### src/rtl/layer_compositor.sv
// layer_compositor
//   Merges NUM_LAYERS sprite layers over a background with fixed priority
//   (layer 0 highest), owns the START/PLAY/END screen-mode FSM, blinks the
//   player layer (layer 0) after a hit and drives a registered pixel.
//
// Optional build macro: COLOR_KEY_EN
//   Defined   - a layer whose colour equals KEY_COLOR counts as uncovered.
//   Undefined - layer_en alone decides coverage (no key comparators).
//
// Ports:
//   clk            pixel clock
//   rst            synchronous active-high reset
//   frame_start    one-cycle pulse at pixel (0,0)
//   layer_en       per-layer coverage flags
//   layer_rgb      packed layer colours, layer i = [i*RGB_W +: RGB_W]
//   background_rgb background pixel used in PLAY
//   start_rgb      start-screen pixel
//   end_rgb        game-over pixel
//   start_req      start / restart request (level or pulse)
//   player_dead    player health reached zero
//   hit_pulse      one-cycle pulse, player took damage
//   rgb_out        composited pixel, two clocks after the inputs
//   mode           current screen: 0 START, 1 PLAY, 2 END
//   flashing       high while the flash counter is non-zero

module layer_compositor #(
    parameter int unsigned      NUM_LAYERS   = 8,
    parameter int unsigned      RGB_W        = 12,
    parameter logic [RGB_W-1:0] KEY_COLOR    = '0,
    parameter logic [5:0]       FLASH_FRAMES = 6'd32,
    parameter int unsigned      BLINK_BIT    = 2
) (
    input  logic                        clk,
    input  logic                        rst,
    input  logic                        frame_start,
    input  logic [NUM_LAYERS-1:0]       layer_en,
    input  logic [NUM_LAYERS*RGB_W-1:0] layer_rgb,
    input  logic [RGB_W-1:0]            background_rgb,
    input  logic [RGB_W-1:0]            start_rgb,
    input  logic [RGB_W-1:0]            end_rgb,
    input  logic                        start_req,
    input  logic                        player_dead,
    input  logic                        hit_pulse,
    output logic [RGB_W-1:0]            rgb_out,
    output logic [1:0]                  mode,
    output logic                        flashing
);

    typedef enum logic [1:0] {
        MODE_START = 2'd0,
        MODE_PLAY  = 2'd1,
        MODE_END   = 2'd2
    } mode_e;

    mode_e            state_q, state_d;
    logic             pend_q, pend_d;
    logic [5:0]       cnt_q, cnt_d;
    logic             flashing_q;

    // Stage 1 registers
    logic             hit_valid_q;
    logic [RGB_W-1:0] sel_rgb_q;
    mode_e            s1_mode_q;
    logic [RGB_W-1:0] s1_bg_q, s1_start_q, s1_end_q;

    // Stage 2 register
    logic [RGB_W-1:0] rgb_q, rgb_d;

    logic [NUM_LAYERS-1:0] eff_en;
    logic                  hit_valid_d;
    logic [RGB_W-1:0]      sel_rgb_d;

    // Mode FSM: a request may arrive any time; it is held in pend until the
    // next frame_start, and a request coinciding with frame_start acts at once.
    always_comb begin
        state_d = state_q;
        pend_d  = pend_q;
        case (state_q)
            MODE_START: begin
                if (start_req) pend_d = 1'b1;
                if (frame_start && pend_d) begin
                    state_d = MODE_PLAY;
                    pend_d  = 1'b0;
                end
            end
            MODE_PLAY: begin
                if (player_dead) pend_d = 1'b1;
                if (frame_start && pend_d) begin
                    state_d = MODE_END;
                    pend_d  = 1'b0;
                end
            end
            MODE_END: begin
                if (start_req) pend_d = 1'b1;
                if (frame_start && pend_d) begin
                    state_d = MODE_START;
                    pend_d  = 1'b0;
                end
            end
            default: begin
                state_d = MODE_START;
                pend_d  = 1'b0;
            end
        endcase
    end

    // Flash counter: mode change clears, hit reload beats the frame decrement.
    always_comb begin
        cnt_d = cnt_q;
        if (state_d != state_q) begin
            cnt_d = '0;
        end else if (hit_pulse && state_q == MODE_PLAY) begin
            cnt_d = FLASH_FRAMES;
        end else if (frame_start && cnt_q != '0) begin
            cnt_d = cnt_q - 6'd1;
        end
    end

    // Effective coverage; layer 0 is blanked during the "off" half of the blink.
    always_comb begin
        eff_en = layer_en;
`ifdef COLOR_KEY_EN
        for (int unsigned i = 0; i < NUM_LAYERS; i++) begin
            if (layer_rgb[i*RGB_W +: RGB_W] == KEY_COLOR) eff_en[i] = 1'b0;
        end
`endif
        if (flashing_q && cnt_q[BLINK_BIT]) eff_en[0] = 1'b0;
    end

    // Priority encoder: first (lowest-index) covered layer wins.
    always_comb begin
        hit_valid_d = 1'b0;
        sel_rgb_d   = '0;
        for (int unsigned i = 0; i < NUM_LAYERS; i++) begin
            if (eff_en[i] && !hit_valid_d) begin
                hit_valid_d = 1'b1;
                sel_rgb_d   = layer_rgb[i*RGB_W +: RGB_W];
            end
        end
    end

    always_comb begin
        rgb_d = '0;
        case (s1_mode_q)
            MODE_START: rgb_d = s1_start_q;
            MODE_END:   rgb_d = s1_end_q;
            MODE_PLAY:  rgb_d = hit_valid_q ? sel_rgb_q : s1_bg_q;
            default:    rgb_d = '0;
        endcase
    end

    always_ff @(posedge clk) begin
        if (rst) begin
            state_q     <= MODE_START;
            pend_q      <= 1'b0;
            cnt_q       <= '0;
            flashing_q  <= 1'b0;
            hit_valid_q <= 1'b0;
            sel_rgb_q   <= '0;
            s1_mode_q   <= MODE_START;
            s1_bg_q     <= '0;
            s1_start_q  <= '0;
            s1_end_q    <= '0;
            rgb_q       <= '0;
        end else begin
            state_q     <= state_d;
            pend_q      <= pend_d;
            cnt_q       <= cnt_d;
            flashing_q  <= (cnt_d != '0);
            hit_valid_q <= hit_valid_d;
            sel_rgb_q   <= sel_rgb_d;
            // Next mode, so the first pixel of a new frame uses the new screen.
            s1_mode_q   <= state_d;
            s1_bg_q     <= background_rgb;
            s1_start_q  <= start_rgb;
            s1_end_q    <= end_rgb;
            rgb_q       <= rgb_d;
        end
    end

    assign rgb_out  = rgb_q;
    assign mode     = state_q;
    assign flashing = flashing_q;

endmodule
### config.mk
export PLATFORM = sky130hd
export DESIGN_NAME = layer_compositor
export DESIGN_NICKNAME = d
export VERILOG_FILES = /design/src/rtl/layer_compositor.sv
export SDC_FILE = /design/constraint.sdc
export NUM_CORES = 1
export LEC_CHECK = 0
export ABC_AREA = 1
export BUFFER_PORTS_ARGS = -buffer_cell sky130_fd_sc_hd__buf_2
export CAP_MARGIN = 0
export CORE_ASPECT_RATIO = 1.75
export CORE_MARGIN = 4
export CORE_UTILIZATION = 49
export DETAILED_ROUTE_END_ITERATION = 12
export PLACE_DENSITY_LB_ADDON = 0.05
export SETUP_SLACK_MARGIN = 0.3
export SLEW_MARGIN = 20
export SYNTH_ARGS = -nofsm -noshare
export SYNTH_HDL_FRONTEND = slang
export SYNTH_SLANG_ARGS = --single-unit
### constraint.sdc
create_clock -name clk -period 3.1 [get_ports clk]
set_clock_uncertainty 0.05 [all_clocks]
set_input_delay 0.31 -clock clk [delete_from_list [all_inputs] [get_ports clk]]
set_output_delay 0.31 -clock clk [all_outputs]
set_load 0.03 [all_outputs]
== Word-level counts from Yosys, hierarchy flattened ==
Index checks and enable logic that the tools add are counted.
Operators by class
  $add $sub $neg: 1
  equal/unequal tests: 3
  multiplexer cells: 35
  reduce and logical (&&, ||, !) cells: 23
Operators by type and width (number)
  $mux 12: 9
  $pmux 12 s3: 1
  $mux 6: 3
  $mux 1: 17
  $logic_and 1x1->1: 13
  $reduce_bool 6->1: 2
  $logic_not 1->1: 7
  $mux 2: 3
  $pmux 2 s3: 1
  $sub 6x1->6 const B: 1
  $pmux 1 s3: 1
  $eq 2x1->1 const B: 1
  $eq 2x2->1 const B: 1
  $logic_not 2->1: 1
  $ne 2x2->1: 1
Word-level totals
  flip-flop bits (word level): 71
  output and inout port bits: 15

== Depth between registers and ports, before layout ==
Gate-level depths: netlist of the first run.
  depth after elaboration: 24
  mapped depth: 10
  depth with buffers taken out: 10

== Worst setup path before layout of the first run ==
Ideal clock, no wire load.
  kind: reg-to-reg
  start: register flashing_q, in the netlist flashing
  end: register sel_rgb_q[10]
  arrival: 1.437 ns
  required time: 2.935 ns
  slack: 1.499 ns
  cell stages (with the launch flop): 9
  path buffers: 1
  clock period less this slack: 1.601 ns
  cell sequence: dfxtp_1 nand2_2 nand2_4 nand4_4 nor2_8 nand4_4 buf_2 o21ai_1 nor2_1
Between the ends
  longest elaborated chain between the ends: 24
  elaborated cells between the ends (all ways): 31
  classes of those cells: mux: 16; reduce/logical: 15
RTL lines
  start, declared: RTL line 58  | logic flashing_q;
  start signal, assigned: RTL line 169  | flashing_q <= (cnt_d != '0);
  $logic_and 1x1->1 (*): RTL line 127  | if (flashing_q && cnt_q[BLINK_BIT]) eff_en[0] = 1'b0;
  $mux 1 (*): RTL line 127
  $mux 1: RTL line 135  | if (eff_en[i] && !hit_valid_d) begin
  $logic_not 1->1: RTL line 135
  $logic_and 1x1->1: RTL line 135
  $mux 1: RTL line 135
  $logic_not 1->1: RTL line 135
  $logic_and 1x1->1: RTL line 135
  [8 not listed]
  $logic_and 1x1->1: RTL line 135
  $mux 1: RTL line 135
  $logic_not 1->1: RTL line 135
  $logic_and 1x1->1: RTL line 135
  $mux 1: RTL line 135
  $logic_not 1->1: RTL line 135
  $logic_and 1x1->1: RTL line 135
  $mux 12 (*): RTL line 135
  end signal, assigned: RTL line 171  | sel_rgb_q <= sel_rgb_d;
  end, declared: RTL line 62  | logic [RGB_W-1:0] sel_rgb_q;
Every way passes the cells marked *; elsewhere a longest branch is shown, timed or not.
A chain may end at the register's enable or synchronous reset.

== Worst setup path in the final report of the first run ==
  start: register cnt_q[2]
  end: register sel_rgb_q[7]
Between the ends
  longest elaborated chain between the ends: 24
  elaborated cells between the ends (all ways): 31
  classes of those cells: mux: 16; reduce/logical: 15
RTL lines
  start, declared: RTL line 57  | logic [5:0] cnt_q, cnt_d;
  start signal, assigned: RTL line 168  | cnt_q <= cnt_d;
  $logic_and 1x1->1 (*): RTL line 127
  $mux 1 (*): RTL line 127
  $mux 1: RTL line 135
  $logic_not 1->1: RTL line 135
  $logic_and 1x1->1: RTL line 135
  $mux 1: RTL line 135
  $logic_not 1->1: RTL line 135
  $logic_and 1x1->1: RTL line 135
  [8 not listed]
  $logic_and 1x1->1: RTL line 135
  $mux 1: RTL line 135
  $logic_not 1->1: RTL line 135
  $logic_and 1x1->1: RTL line 135
  $mux 1: RTL line 135
  $logic_not 1->1: RTL line 135
  $logic_and 1x1->1: RTL line 135
  $mux 12 (*): RTL line 135
Marked as above.

==> impl_results.md, run 1 <==
* Status: finished clean
* Initial antenna violation count at 0
* Root buffer cell: clkbuf_16
* First-pass detailed-route iteration total at 5
* Area Growth Syn to Fin at 31.63%
* Crit Path Class: flip-flop to flip-flop
* Post-synth EDFFs at 0
* Max cap viols at 0
* Die Width at between 70 and 80 um
* FF-to-FF Start: cnt_q[2]
* Max VDD drop at ~270 uV
* Crit-path max cell delay at between 0.4 and 0.5 ns
* TNS Setup at 0 ns
* Gr usage total at 23.16%
* CP required at around 3.3 ns
* Fin crit period at 2.047 ns
* TritonCTS clock tree: done
* Routed wl met3 at 873 um
* Ant diodes at 0
* Largest net degree at the start of global routing at 57
* Power Internal at about 0.0019 W
* Vias per cell at between 4 and 5
* Starting DRC count in detailed routing at 161
* Placer Congestion at 0.8775
* IO Count at 161
* Core Area at ~6900 um2
* DRT antenna net count at 0
* Post-CTS sizing at 0
* Nature of the critical path startpoint: flip-flop
* Syn nets at 655
* Net Switching at between 0.0007 and 0.0008 W
* Crit path capture type: flip-flop
* Vias at roughly 3700
* Most used flip-flop cell after synthesis: dfxtp_1
* RSZ-0062 raised after global routing: no
* Post-CTS Setup Bufs at 0
* DR WL/cell at 13.04 um
* Leakage power at 2.448 nW
* Sequential share of the synthesized area at 41.54%
* CTS H-tree depth at 3
* Worst Reg-to-Reg Cells at 7
* Worst Hold End: s1_start_q[9]
* Asr flop ratio synth at 0%
* Slew @ Worst Pin at around 0.99 ns
* PD cells at about 580 nW/um2
* Final Hold Violating Endpoints at 0
* Initial Util at 49.91%
* DR DRC count at 0
* Synthesized flop and latch total at 71
* First-pass GRT wire length at between 15 and 20 mm
* Post-Syn Instances at between 500 and 600
* Clk sinks at 71
* Worst path cell trace: nand2_2, nand2_4, nand4_4, nor2_8, nand4_4, o21ai_1, nor2_1
* # rows at 40
* Synthesis Warnings at 0
* Setup slack, reg-to-reg at 1.05 ns
* Post-DP HPWL at ~8.0 mm
* Die area at ~8400 um2
* Final setup viols at 0
* Layout cells sized above 1 at 27.59%
* Worst-skew pair later-pin latency at about 0.32 ns
* Uppermost layer routed: met4
* Hold crit path type: input pin to flip-flop
* Final core utilization at 65.69%
* Comb power frac at a little under a quarter
* TritonCTS buffer count at 9
* Post-layout nets at between 700 and 800
* Final Routed Wirelength at just under 10 mm
* Clk pwr share at between 30% and 40%
* Cts hold-fix bufs at 0
* Met2 WL at approximately 5.3 mm
* Hold Path Depth at 3
* Wire length on met1 at about 3.2 mm
* Final Power at approximately 0.0026 W
* Yosys cell types at 25
* Min-Delay Startpoint: start_rgb[9]
* Tcrit/Tclk final at about 66%
* Peak Freq at around 490 MHz
* Synthesized cell area at approximately 3400 um2
* Slew headroom at between 30% and 40%
* Die Y at approximately 120 um
* Clock buffer depth at 2
* Slew Viols, Final at 0
* WHS at between 0.1 and 0.15 ns
* Vias in the first global route at 3618
* Switching share of power at around 29%
* End of the worst register-to-register path: sel_rgb_q[7]
* Number of I/O port buffers at between 150 and 200
* Gr ovfl total at 0
* Most common cell on crit path: nand4_4
* Mean Syn Cell Area at around 6.7 um2
* Peak fanout along the critical path at 27
* Crit path DAT at around 2.2 ns
* Sequential Power Share at 39.7%
* Max stage delay cell, worst path: dfxtp_1
* Worst-path clk slew at ~0.050 ns
cells in the final DEF (no fill, tap or decap):
cell type | netlist | final
clkbuf_16 | 0 | 9
xor2_1 | 1 | 1
nand4_1 | 26 | 26
clkinvlp_4 | 0 | 1
a21oi_1 | 15 | 15
a221oi_1 | 12 | 12
nand2_2 | 1 | 1
nand2_1 | 88 | 88
inv_1 | 67 | 67
clkinv_2 | 0 | 1
dfxtp_1 | 71 | 71
ha_1 | 2 | 2
o21ai_0 | 4 | 4
buf_4 | 3 | 1
xnor2_1 | 3 | 3
and2_1 | 1 | 1
nand4_4 | 2 | 2
clkbuf_1 | 19 | 1
buf_2 | 2 | 160
nor2_8 | 1 | 1
nand3_1 | 57 | 57
nor2_1 | 114 | 114
o221ai_1 | 1 | 1
o21ai_1 | 12 | 12
clkbuf_8 | 0 | 4
nand2_4 | 1 | 1
cells in the mapped netlist, types with 2 or more instances:
cell / count / share of area [%]
a221oi_1: 12 / 3.1
a21oi_1: 15 / 2.2
inv_1: 67 / 7.3
buf_4: 3 / 0.66
ha_1: 2 / 0.73
dfxtp_1: 71 / 42
nand3_1: 57 / 8.3
o21ai_1: 12 / 1.8
xnor2_1: 3 / 0.77
buf_2: 2 / 0.29
nand4_4: 2 / 1.2
nand4_1: 26 / 4.8
nor2_1: 114 / 13
buf_1: 2 / 0.22
o21ai_0: 4 / 0.59
clkbuf_1: 19 / 2.1
nand2_1: 88 / 9.7
stage by stage:
step                      instance area, um2  setup WS, ns  cells
after global placement                  4208        0.9657    724
after floorplan                         3422         1.499    507
after CTS                               4504         1.045    740
after detailed placement                4208        0.9051    724
after global routing                    4504        0.8410    740
final                                   4504         1.053    740
power groups by stage:
stage                     logic [W]  clock network (W)  registers [W]
final                      0.000591           0.000978        0.00103
after global routing       0.000663            0.00104        0.00104
after CTS                  0.000598           0.000994        0.00103
after detailed placement   0.000593                  0        0.00105
after global placement     0.000587                  0        0.00105
after floorplan            0.000366                  0        0.00108
final cells by class:
class / instances / area (um2)
Fill cell: 647 / 2352
Multi-Input combinational cell: 341 / 1622
Sequential cell: 71 / 1421
Timing Repair Buffer: 161 / 808.3
Clock buffer: 14 / 284.0
Inverter: 67 / 251.5
Tap cell: 84 / 105.1
Clock inverter: 2 / 12.51
layer usage:
layer | vias up | GRT usage [%]
li1 | 1906 | -
met2 | 159 | 43.95
met5 | - | 0
met3 | 24 | 8.170
met1 | 1580 | 20.62
met4 | 0 | 11.18
cell families after synthesis:
| kind of cell | after synthesis | share of synthesized area (%) |
|---|---|---|
| AO/OA/AOI/OAI | 44 | 7.861 |
| XOR/XNOR | 4 | 1.024 |
| adder cells (fa/ha/maj) | 2 | 0.7311 |
| buffers and inverters | 95 | 11.08 |
| flip-flops | 71 | 41.54 |
| AND/OR/NAND/NOR | 291 | 37.77 |
how the worst max path moves through the flow:
stage,start,end,slack (ns),depth (start not counted)
2_1_floorplan,flashing,sel_rgb_q[10],1.50,8
3_3_place_gp,layer_en[1],sel_rgb_q[11],0.97,7
3_5_place_dp,layer_en[1],sel_rgb_q[10],0.91,8
4_1_cts,cnt_q[2],sel_rgb_q[10],1.05,8
5_1_grt,cnt_q[2],sel_rgb_q[7],0.84,7
6_report,cnt_q[2],sel_rgb_q[7],1.05,7
critical path: cells and delay by family (launching register included):
kind | cells | cell delay, ns
and+or+nand+nor | 6 | 1.19
DFF | 1 | 0.44
AOI/OAI and AO/OA | 1 | 0.23
state kept, by name (all words and copies together) (netlist names):
name,flops
s1_end_q,12
pend_q,1
hit_valid_q,1
s1_start_q,12
s1_bg_q,12
flashing,1
sel_rgb_q,12
cnt_q,6
rgb_out,12
s1_mode_q,2
Power figures use the tool's default switching activity.
==> inputs of run 2 (changes only) <==
Settings changed: ABC_AREA 1 to 0, CORE_UTILIZATION 49 to 46.
Clock period 3.1 ns to 1.95 ns, I/O delays scaled along.
==> run 2 against run 1 <==
Against the previous run:
- critical path depth decreased by 3
- fmax increased by 20%
- die area increased by 5.0%
- clock power increased by 50%
- synthesized area decreased by 0.95%
- cell area increased by 2.3%
- non-clock buffer count increased by 14
- register-to-register slack got worse by 0.81 ns
- via count decreased by 9.2%
- largest power group unchanged
- highest routed layer unchanged
==> impl_results.md, run 2 <==
* Status: finished clean
* Asr flop ratio synth at 0% (unchanged)
* Vias per cell at 5.341 (+7.7%)
* Clock buffer depth at 2 (unchanged)
* Ant diodes at 0 (unchanged)
* Syn nets at 526 (-20%)
* Vias at 3333 (-9.2%)
* Final Hold Violating Endpoints at 0 (unchanged)
* DRT antenna net count at 0 (unchanged)
* Largest net degree at the start of global routing at 36 (-37%)
* Post-Syn Instances at 378 (-25%)
* Synth area leader: dfxtp_1
* WHS at 0.03045 ns (-0.1039 ns)
* Commonest cells after routing, fill and taps aside: buf_2, dfxtp_1, nor2b_1
* Hold crit path type: input pin to flip-flop
* Synthesis Warnings at 0 (unchanged)
* Vias in the first global route at 3473 (-4.0%)
* Nature of the critical path startpoint: flip-flop
* Mean Syn Cell Area at 8.967 um2 (+33%)
* CP required at 2.10 ns (-1.16 ns)
* Max VDD drop at 552.2 uV (+110%)
* Top cells by count, synth: dfxtp_1, nor2b_1, a21oi_1
* CTS H-tree depth at 3 (unchanged)
* Synth top area share at 41.93% (+0.40 points)
* Worst-skew pair later-pin latency at 0.32 ns (about the same)
* IO Count at 161 (unchanged)
* Most used flip-flop cell after synthesis: dfxtp_1
* Placer Congestion at 0.8929 (+1.8%)
* Layout cells sized above 1 at 37.73% (+10 points)
* Most common cell after layout, fill and taps aside: buf_2
* Slew @ Worst Pin at 0.5976 ns (-0.3903 ns)
* Initial antenna violation count at 0 (unchanged)
* FF-to-FF Start: cnt_q[2]
* First-pass detailed-route iteration total at 4 (-1)
* Final Routed Wirelength at 9.809 mm (+1.7%)
* End of the worst register-to-register path: flashing
* Worst Reg-to-Reg Cells at 4 (-3)
* DR WL/cell at 15.72 um (+21%)
* DP Area at 4274 um2 (+1.6%)
* Crit Path Class: flip-flop to flip-flop
* Fin crit period at 1.712 ns (-0.3353 ns)
* Starting DRC count in detailed routing at 118 (-27%)
* Die Y at 121.6 um (+2.5%)
* Max stage delay cell, worst path: or3_4
* Slew headroom at 59.60% (+26 points)
* Levels on crit path at 4 (-3)
* Tcrit/Tclk final at 87.78% (+22 points)
* Core Area at 7182 um2 (+4.7%)
* # rows at 41 (+2.5%)
* Worst-path clk slew at 0.05 ns (about the same)
* Die area at 8860 um2 (+5.0%)
* Yosys cell types at 41 (+64%)
* Worst path cell trace: or3_4, o211ai_1, o2111ai_1, o41a_1
* Post-DP HPWL at 7.742 mm (-3.7%)
* Max cap viols at 0 (unchanged)
* TritonCTS clock tree: done
* Slew Viols, Final at 0 (unchanged)
* Worst setup path end: flashing
* Fin area at 4606 um2 (+2.3%)
* First-pass GRT wire length at 15.26 mm (-1.4%)
* Clk sinks at 71 (unchanged)
* Setup slack, reg-to-reg at 0.24 ns (-0.81 ns)
* Synthesized cell area at 3390 um2 (-0.95%)
* CP top delay family: compound AO/OA/AOI/OAI gates
* Synth top area cells: dfxtp_1, nor2b_1, mux2i_1, a21oi_1, a211oi_1
* Post-synth EDFFs at 0 (unchanged)
* RSZ-0062 raised after global routing: yes
* Gr usage total at 22.26% (-0.90 points)
* Area Growth Syn to Fin at 35.88%
* Leakage power at 2.055 nW (-16%)
* Peak fanout along the critical path at 8 (-70%)
* Crit path DAT at 1.86 ns (-0.35 ns)
* Crit path capture type: flip-flop
* Post-Place Cells at 606 (-16%)
* PD cells at 880.9 nW/um2 (+53%)
* Buf/Inv on CP at 0 (unchanged)
* DR DRC count at 0 (unchanged)
* Peak Freq at 584.2 MHz (+20%)
* Sequential share of the synthesized area at 41.93% (+0.40 points)
* Crit-path max cell delay at 0.40 ns (-0.04 ns)
* CP Launch Point: cnt_q[2]
* Root buffer cell: clkbuf_16
* Fin cells at 624 (-16%)
* Synthesized flop and latch total at 71 (unchanged)
* Number of I/O port buffers at 160 (unchanged)
* Initial Util at 47.20% (-2.7 points)
* Die Width at 72.89 um (+2.4%)
* TritonCTS buffer count at 9 (unchanged)
* Post-layout nets at 681 (-15%)
* Top-count cell post-synth: dfxtp_1
* TNS Setup at 0 ns (unchanged)
* Gr ovfl total at 0 (unchanged)
* Final setup viols at 0 (unchanged)
## run 2: cell count changes in the layout (fill, tap and decap cells not counted), sizes merged, moves of 28 or more
cell   change
nor2b     +39
inv       -50
nand2     -74
nand4     -28
nand3     -55
nor2      -95
## run 2: worst min-delay path by stage
| stage | from | end | slack [ns] | depth (start not counted) |
|---|---|---|---|---|
| after floorplan | background_rgb[0] | s1_bg_q[0] | 0.27 | 1 |
| after global placement | background_rgb[4] | s1_bg_q[4] | 0.36 | 2 |
| after detailed placement | end_rgb[9] | s1_end_q[9] | 0.36 | 2 |
| after CTS | start_rgb[6] | s1_start_q[6] | 0.02 | 2 |
| after global routing | background_rgb[5] | s1_bg_q[5] | 0.03 | 2 |
| final | start_rgb[6] | s1_start_q[6] | 0.03 | 2 |
## run 2: kinds of logic (layout without fill, tap and decap cells)
group / count (synthesis) / count (layout) / synth area share, %
DFF: 71 / 71 / 41.93
muxes: 24 / 24 / 7.087
xor gates and xnor gates: 1 / 1 / 0.2584
adders and majority gates: 2 / 2 / 0.7382
AOI/OAI and AO/OA: 123 / 123 / 25.84
buffers and inverters: 49 / 208 / 6.017
and+or+nand+nor: 108 / 109 / 18.12
## run 2: worst register-to-register path, cell delays in order, from the launching register on
cell and delay, ns:
dfxtp_4 0.37, or3_4 0.40, o211ai_1 0.28, o2111ai_1 0.18, o41a_1 0.32
## run 2: cell type report
cell class              count  area (um2)
repair buffers            175       917.1
clock buffers              13       260.3
fillers                   641        2576
clock inverters             3       17.52
multi-input cells         259        1812
flip-flops and latches     71        1428
well taps                  86       107.6
inverters                  17       63.81
## run 2: metrics by stage
step                      power (W)  setup WS [ns]  utilization, %
after global placement     0.002517         0.2461           59.51
after floorplan            0.002214         0.3110               -
after detailed placement   0.002532         0.1483           59.51
after CTS                  0.004046         0.3274           63.64
after global routing       0.004268         0.1792           64.13
final                      0.004057         0.2384           64.13
## run 2: per-layer routing
layer / vias to the layer above / global-route usage, % / routed length, um
li1: 1692 / - / -
met3: 20 / 5.615 / 715
met4: 0 / 10.39 / 265
met5: - / 0 / 0
met2: 127 / 41.40 / 5350
met1: 1494 / 22.36 / 3477
## run 2: what timing repair did
item	CTS	global route
setup buffers	1	0
pin swaps	3	2
gates resized for setup	6	8
hold buffers	0	0
cloned	0	1
endpoints found under the setup margin	12	6
hold endpoints to repair	0	0
## run 2: power by group
| group | total [W] | internal (W) | switching (W) |
|---|---|---|---|
| registers | 0.00164 | 0.00157 | 0.0000659 |
| logic | 0.000948 | 0.000443 | 0.000505 |
| clock network | 0.00147 | 0.000924 | 0.000545 |
